===== config.mk =====
export PLATFORM = sky130hd
export DESIGN_NAME = keypad_scanner
export DESIGN_NICKNAME = d
export VERILOG_FILES = /design/src/rtl/keypad_scanner.sv
export SDC_FILE = /design/constraint.sdc
export NUM_CORES = 1
export LEC_CHECK = 0
export BUFFER_PORTS_ARGS = -buffer_cell sky130_fd_sc_hd__buf_2
export CORE_AREA = 2 2 112 168
export DETAILED_ROUTE_END_ITERATION = 12
export DIE_AREA = 0 0 114 170
export PLACE_DENSITY = 0.38
export SYNTH_ARGS = -nofsm -noshare
export SYNTH_HDL_FRONTEND = slang
export SYNTH_SLANG_ARGS = --single-unit

===== constraint.sdc =====
create_clock -name clk -period 8.4 [get_ports clk]
set_input_delay 1.26 -clock clk [delete_from_list [all_inputs] [get_ports clk]]
set_output_delay 1.26 -clock clk [all_outputs]
set_load 0.02 [all_outputs]

===== src/rtl/keypad_scanner.sv =====
// 4x4 matrix keypad scanner: column strobe, 2-flop row sync, full-scan debounce, single-key hex decode.
// Optional auto-repeat of the held key when KEYPAD_REPEAT_EN is defined.
module keypad_scanner #(
  parameter int SCAN_DIV       = 100000,
  parameter int DEBOUNCE_SCANS = 4,
  parameter int REPEAT_SCANS   = 200
) (
  input  logic       clk,
  input  logic       reset,
  input  logic [3:0] row,
  output logic [3:0] col,
  output logic [3:0] key,
  output logic       key_valid,
  output logic       key_held
);
  localparam int DW = (SCAN_DIV > 2) ? $clog2(SCAN_DIV) : 1;
  localparam int SW = $clog2(DEBOUNCE_SCANS + 1);

  // Indexed by 4*c+r
  localparam logic [15:0][3:0] KEY_MAP = {
    4'hD, 4'hC, 4'hB, 4'hA,
    4'hE, 4'h9, 4'h6, 4'h3,
    4'hF, 4'h8, 4'h5, 4'h2,
    4'h0, 4'h7, 4'h4, 4'h1
  };

  logic [DW-1:0] div;
  logic [1:0]    cidx;
  logic [3:0]    row_meta, row_sync;
  logic [15:0]   snap, prev, deb;
  logic [15:0]   snap_full, deb_next;
  logic [SW-1:0] stable, stable_next;
  logic          sample, scan_end;
  logic          single;
  logic [3:0]    code;
  logic          rpt_fire;

  assign col      = ~(4'b0001 << cidx);
  assign sample   = (div == DW'(SCAN_DIV - 1));
  assign scan_end = sample && (cidx == 2'd3);

  always_comb begin
    snap_full = snap;
    for (int r = 0; r < 4; r++) snap_full[{cidx, 2'(r)}] = ~row_sync[r];
  end

  always_comb begin
    stable_next = SW'(1);
    if (snap_full == prev)
      stable_next = (stable == SW'(DEBOUNCE_SCANS)) ? stable : stable + SW'(1);
    deb_next = deb;
    if (scan_end && stable_next == SW'(DEBOUNCE_SCANS)) deb_next = snap_full;
  end

  always_comb begin
    single = ($countones(deb) == 1);
    code   = 4'h0;
    for (int i = 0; i < 16; i++) if (deb[i]) code = KEY_MAP[i];
  end

  always_ff @(posedge clk or negedge reset) begin
    if (!reset) begin
      row_meta <= 4'hF;
      row_sync <= 4'hF;
      div      <= '0;
      cidx     <= 2'd0;
      snap     <= '0;
      prev     <= '0;
      stable   <= '0;
      deb      <= '0;
    end else begin
      row_meta <= row;
      row_sync <= row_meta;
      div      <= sample ? '0 : div + DW'(1);
      if (sample) begin
        cidx <= cidx + 2'd1;
        snap <= snap_full;
      end
      if (scan_end) begin
        prev   <= snap_full;
        stable <= stable_next;
        deb    <= deb_next;
      end
    end
  end

`ifdef KEYPAD_REPEAT_EN
  localparam int RW = $clog2(REPEAT_SCANS + 1);
  logic [RW-1:0] rpt_cnt;

  // Counts whole scans over which the debounced single key is left untouched.
  always_ff @(posedge clk or negedge reset) begin
    if (!reset) begin
      rpt_cnt  <= '0;
      rpt_fire <= 1'b0;
    end else begin
      rpt_fire <= 1'b0;
      if (scan_end) begin
        if (single && deb_next == deb) begin
          if (rpt_cnt == RW'(REPEAT_SCANS - 1)) begin
            rpt_cnt  <= '0;
            rpt_fire <= 1'b1;
          end else begin
            rpt_cnt <= rpt_cnt + RW'(1);
          end
        end else begin
          rpt_cnt <= '0;
        end
      end
    end
  end
`else
  assign rpt_fire = 1'b0;
`endif

  // key_held doubles as the previous single flag and key as the previous code.
  always_ff @(posedge clk or negedge reset) begin
    if (!reset) begin
      key       <= 4'h0;
      key_valid <= 1'b0;
      key_held  <= 1'b0;
    end else begin
      key_held  <= single;
      key_valid <= (single && (!key_held || code != key)) || rpt_fire;
      if (single) key <= code;
    end
  end
endmodule


======== Word-level counts from Yosys, hierarchy flattened ========
Index checks and enable logic that the tools add are counted.
word-level totals
  word-level logic and storage cells ...... 91
  input port bits ......................... 6
  output and inout bits ................... 10
  bits in registers ....................... 84
operators by class
  shift-type cells ........................ 1
  eq/ne operators ......................... 7
  bitwise gates (word level) .............. 5
  multiplexer cells ....................... 31
  reduce and logical (&&, ||, !) cells .... 10
  $lt $le $gt $ge ......................... 8
  $add $sub $neg .......................... 18
operator list
  cell                                                                                  count
  16-bit bitwise mux                                                                    4
  4-bit two-way mux                                                                     15
  4-bit by 5-bit less-than comparator with 1-bit output (second input constant)         4
  17-bit by 1-bit adder with 17-bit output (second input constant)                      1
  17-bit == test (second input constant)                                                1
  17-bit two-way mux                                                                    1
  1-bit by 1-bit adder with 2-bit output                                                8
  16-bit == test                                                                        1
  4-bit by 1-bit greater-or-equal comparator with 1-bit output (second input constant)  4
  2-bit by 2-bit adder with 3-bit output                                                4
  3-bit by 3-bit adder with 4-bit output                                                2
  1-bit demux with 2-bit select                                                         4
  1-bit logical AND                                                                     7
  3-bit == test (second input constant)                                                 2
  3-bit two-way mux                                                                     2
  4-bit by 4-bit adder with 5-bit output                                                1
  5-bit by 1-bit == test with 1-bit output (second input constant)                      1
  1-bit two-way mux                                                                     5
  4-bit != test                                                                         1
  1-bit inverter                                                                        4
  4-bit inverter                                                                        1
  1-bit by 2-bit << shifter with 4-bit output (first input constant)                    1
  3-bit by 1-bit adder with 3-bit output (second input constant)                        1
  2-bit by 1-bit adder with 2-bit output (second input constant)                        1
  4 further kinds                                                                       4

======== Depth between registers and ports, before layout ========
  depth in word-level cells ............... 19
  mapped depth ............................ 16
  gate-level depth less buffers ........... 15

======== Least setup slack after synthesis ========
OpenSTA, ideal clock, no wires.
  path type ............................... register to register
  start ................................... register deb[11]
  end ..................................... register key[1]
  library setup time ...................... 125 ps
  data required time ...................... 8275 ps
  buffers on the path ..................... 1
  data arrival time ....................... 3925 ps
  stages on the path, launching flop included .. 15
  clock period less this slack ............ 4049 ps
  slack ................................... 4351 ps
  cell sequence ........................... dfrtp_1 -> fa_1 -> inv_1 -> fa_1 -> inv_1 -> fa_1 -> inv_1 -> fa_1 -> inv_1 -> ha_1 -> fa_1 -> o21ai_0 -> and4b_1 -> clkbuf_1 -> mux2_2
on the way
  cells in the longest elaborated chain, start to end .. 5
  elaborated cells between the ends (all ways) .. 10
  those cells by class .................... add/sub (4); eq/ne (1); mux (5)
RTL lines
  item                                                          line  source
  start: declaration                                            30    logic [15:0] snap, prev, deb;
  start signal: assignment                                      82    deb <= deb_next;
  1-bit by 1-bit adder with 2-bit output (implied by the code)  56    single = ($countones(deb) == 1);
  2-bit by 2-bit adder with 3-bit output (implied by the code)  56
  3-bit by 3-bit adder with 4-bit output (implied by the code)  56
  4-bit by 4-bit adder with 5-bit output (implied by the code)  56
  5-bit by 1-bit == test with 1-bit output                      56
  named net single                                              34    logic single;
  end signal: assignment                                        125   if (single) key <= code;
  end: declaration                                              12    output logic [3:0] key,
The timed path passes the listed nets, and every way through them passes these cells.
A chain may end at the register's enable or synchronous reset.

======== Worst setup path after layout ========
  start ................................... register deb[7]
  end ..................................... register key[1]
on the way
  cells in the longest elaborated chain, start to end .. 9
  elaborated cells between the ends (all ways) .. 14
  those cells by class .................... add/sub (4); eq/ne (1); mux (9)
RTL lines
  item
  branches (longest 9 deep; another with 4-bit by 4-bit adder with 5-bit output)
Several ways; the timed one is not identified.

==> metrics.cfg <==
[power]
power_leakage_nw=2.44
powerDensity_nw_per_um2=165
ir_drop_mv=0.0833

[final_layout]
fin_nets=477
n_antenna_cell=0
n_fill_cell=1925
syn2layout_area_growth_pct=14.2
drive_gt1_frac=0.146

[route]
wirelength_microns=9790
drt_pre_antenna_iters=4
drc_errors=0
vias=3048
drt-wirelength-per-cell_microns=14.6
ant_nets=0
drt_iter0_markers=89
vias_per_cell=4.55

[worst_setup_path]
reg2reg_slack_ns=4.24
r2r-end=key[1]
path_max_fanout=7
endpoint_kind=register
required_ns=8.63
critPathArrivalTime_ns=4.39
worstReg2RegStart=deb[7]
startpoint_type=register
reg2reg_depth=13
crit_type=reg -> reg

[timing]
fin_crit_ns=4.16
fmax_mhz=240
worst_pin_slew_ns=0.807
rsz0062_at_grt=no
period_share=0.495
final_max_slew_viol_count=0
fin_hold_ws_ns=0.356
setup_tns_ns=0
skew_ns=0.00868
hold_viol=0
slew_headroom=0.457
setup_viol=0

[floorplanning]
boundaryPins=16
die_y_microns=170
dieArea_sq_um=19400
start_util=0.246
rows=60
core_area_sq_um=17900
die_w_microns=114

[min_path]
min_path_cells=0
hp-class=reg -> reg
min_to=row_sync[3]
hold_start=row_meta[3]

[grt]
grt_max_degree=61
grt_use_total=0.112
grt.overflow.total=0
antenna_found_initial=0
grt_pass1_wl_microns=16600
grt_pass1_vias=3313

[synthesis]
synth.top_cell.area_share=0.432
synth.largest_area_cell=dfrtp_1
syn_area_sq_um=4400
syn_inst=428
async_flop_share=1.00
synth.most_common_cell=dfrtp_1
synth_area_leaders=dfrtp_1, dfstp_2, fa_1
synth_edf_count=0
syn_nets=457
synth_common_cells=dfrtp_1, nand2_1, o21ai_0
synth-seq-area-share=0.480
yosysWarningCount=0
ys_seq_elements=84
avgSynthCellArea_sq_um=10.3
synth_top_flop_cell=dfrtp_1
ys_types=44

[clock_tree]
clk_pin_slew_ns=0.06
clockBufferDepth=2
cts_hold_buffers=0
cts_buffers=9
cts_resized=0
cts_root_buffer=clkbuf_16
postCtsSetupRepairBufs=0
h-tree-depth=3
cts_tree=yes
clock_latency_ns=0.34
cts_sinks=84

[flow_run]
cap_violations=0

[place]
place_congestion=0.822
port_buffers=15
hpwl_microns=7240

[status]
status=finished clean

[state kept, by name (all words and copies together), names as in the netlist]
name       count
cidx           2
deb           16
div           17
key            4
key_held       1
key_valid      1
prev          16
row_meta       4
row_sync       4
snap          16
stable         3
[metal layers]
| layer | routed length, microns | GRT usage |
|---|---|---|
| met5 | 0 | 0 |
| met4 | 363 | 0.0642 |
| met3 | 289 | 0.0249 |
| met2 | 5020 | 0.193 |
| met1 | 4120 | 0.126 |
[worst max-delay path: stages, from the launching register on]
cell	delay (ns)
dfrtp_1	0.41
inv_1	0.11
fa_1	0.51
inv_1	0.05
fa_1	0.45
fa_1	0.51
inv_1	0.05
fa_1	0.47
inv_1	0.04
ha_1	0.20
fa_1	0.38
o21ai_0	0.14
and4b_1	0.37
mux2_2	0.37
[worst max path at each step]
stage                     slack (ns)     from     end
after floorplan                 4.35  deb[11]  key[1]
after CTS                       4.20   deb[7]  key[1]
after detailed placement        4.21   deb[7]  key[1]
final                           4.24   deb[7]  key[1]
after global placement          4.27  deb[11]  key[1]
after global routing            3.98   deb[7]  key[1]
[kinds of logic (layout without fill, tap and decap cells)]
logic type               after synthesis  in the layout  synth area share
adder cells (fa/ha/maj)               23             23            0.0824
AND/OR/NAND/NOR                      165            165             0.209
multiplexers                          25             25            0.0634
buffers and inverters                 41             66            0.0367
AO/OA/AOI/OAI                         70             70            0.0887
XOR/XNOR                              20             20            0.0398
flip-flops                            84             84             0.480
[cell usage in the layout, fill, tap and decap left out, types with 14 or more instances in the layout]
| master | instances |
|---|---|
| a21oi_1 | 25 |
| and3_1 | 20 |
| buf_2 | 14 |
| dfrtp_1 | 76 |
| inv_1 | 33 |
| mux2_2 | 15 |
| nand2_1 | 50 |
| nand2b_1 | 28 |
| nor2_1 | 19 |
| o21ai_0 | 34 |
[metrics by stage]
| stage | instances | setup slack [ns] | util | instance area (sq um) | total power, mW |
|---|---|---|---|---|---|
| CTS | 670 | 4.20 | 0.282 | 5030 | 0.850 |
| floorplan | 428 | 4.35 | - | 4400 | 0.421 |
| global placement | 654 | 4.27 | 0.265 | 4730 | 0.434 |
| finish | 670 | 4.24 | 0.282 | 5030 | 0.830 |
| global route | 670 | 3.98 | 0.282 | 5030 | 0.867 |
| detailed placement | 654 | 4.21 | 0.265 | 4730 | 0.434 |
[cell type report]
class,count,area (sq um),area share
flip-flops and latches,84,2110,0.420
clock inverters,6,71.3,0.0142
inverters,33,124,0.0246
multi-input cells,303,2130,0.423
repair buffers,17,92.6,0.0184
clock buffers,10,229,0.0455
well taps,217,272,0.0540
[report_power, final]
group	switching, mW	internal (mW)
clock	0.171	0.233
sequential	0.00272	0.408
combinational	0.0112	0.00368
total	0.185	0.645
Note: power is estimated with default switching activity, not from simulation.
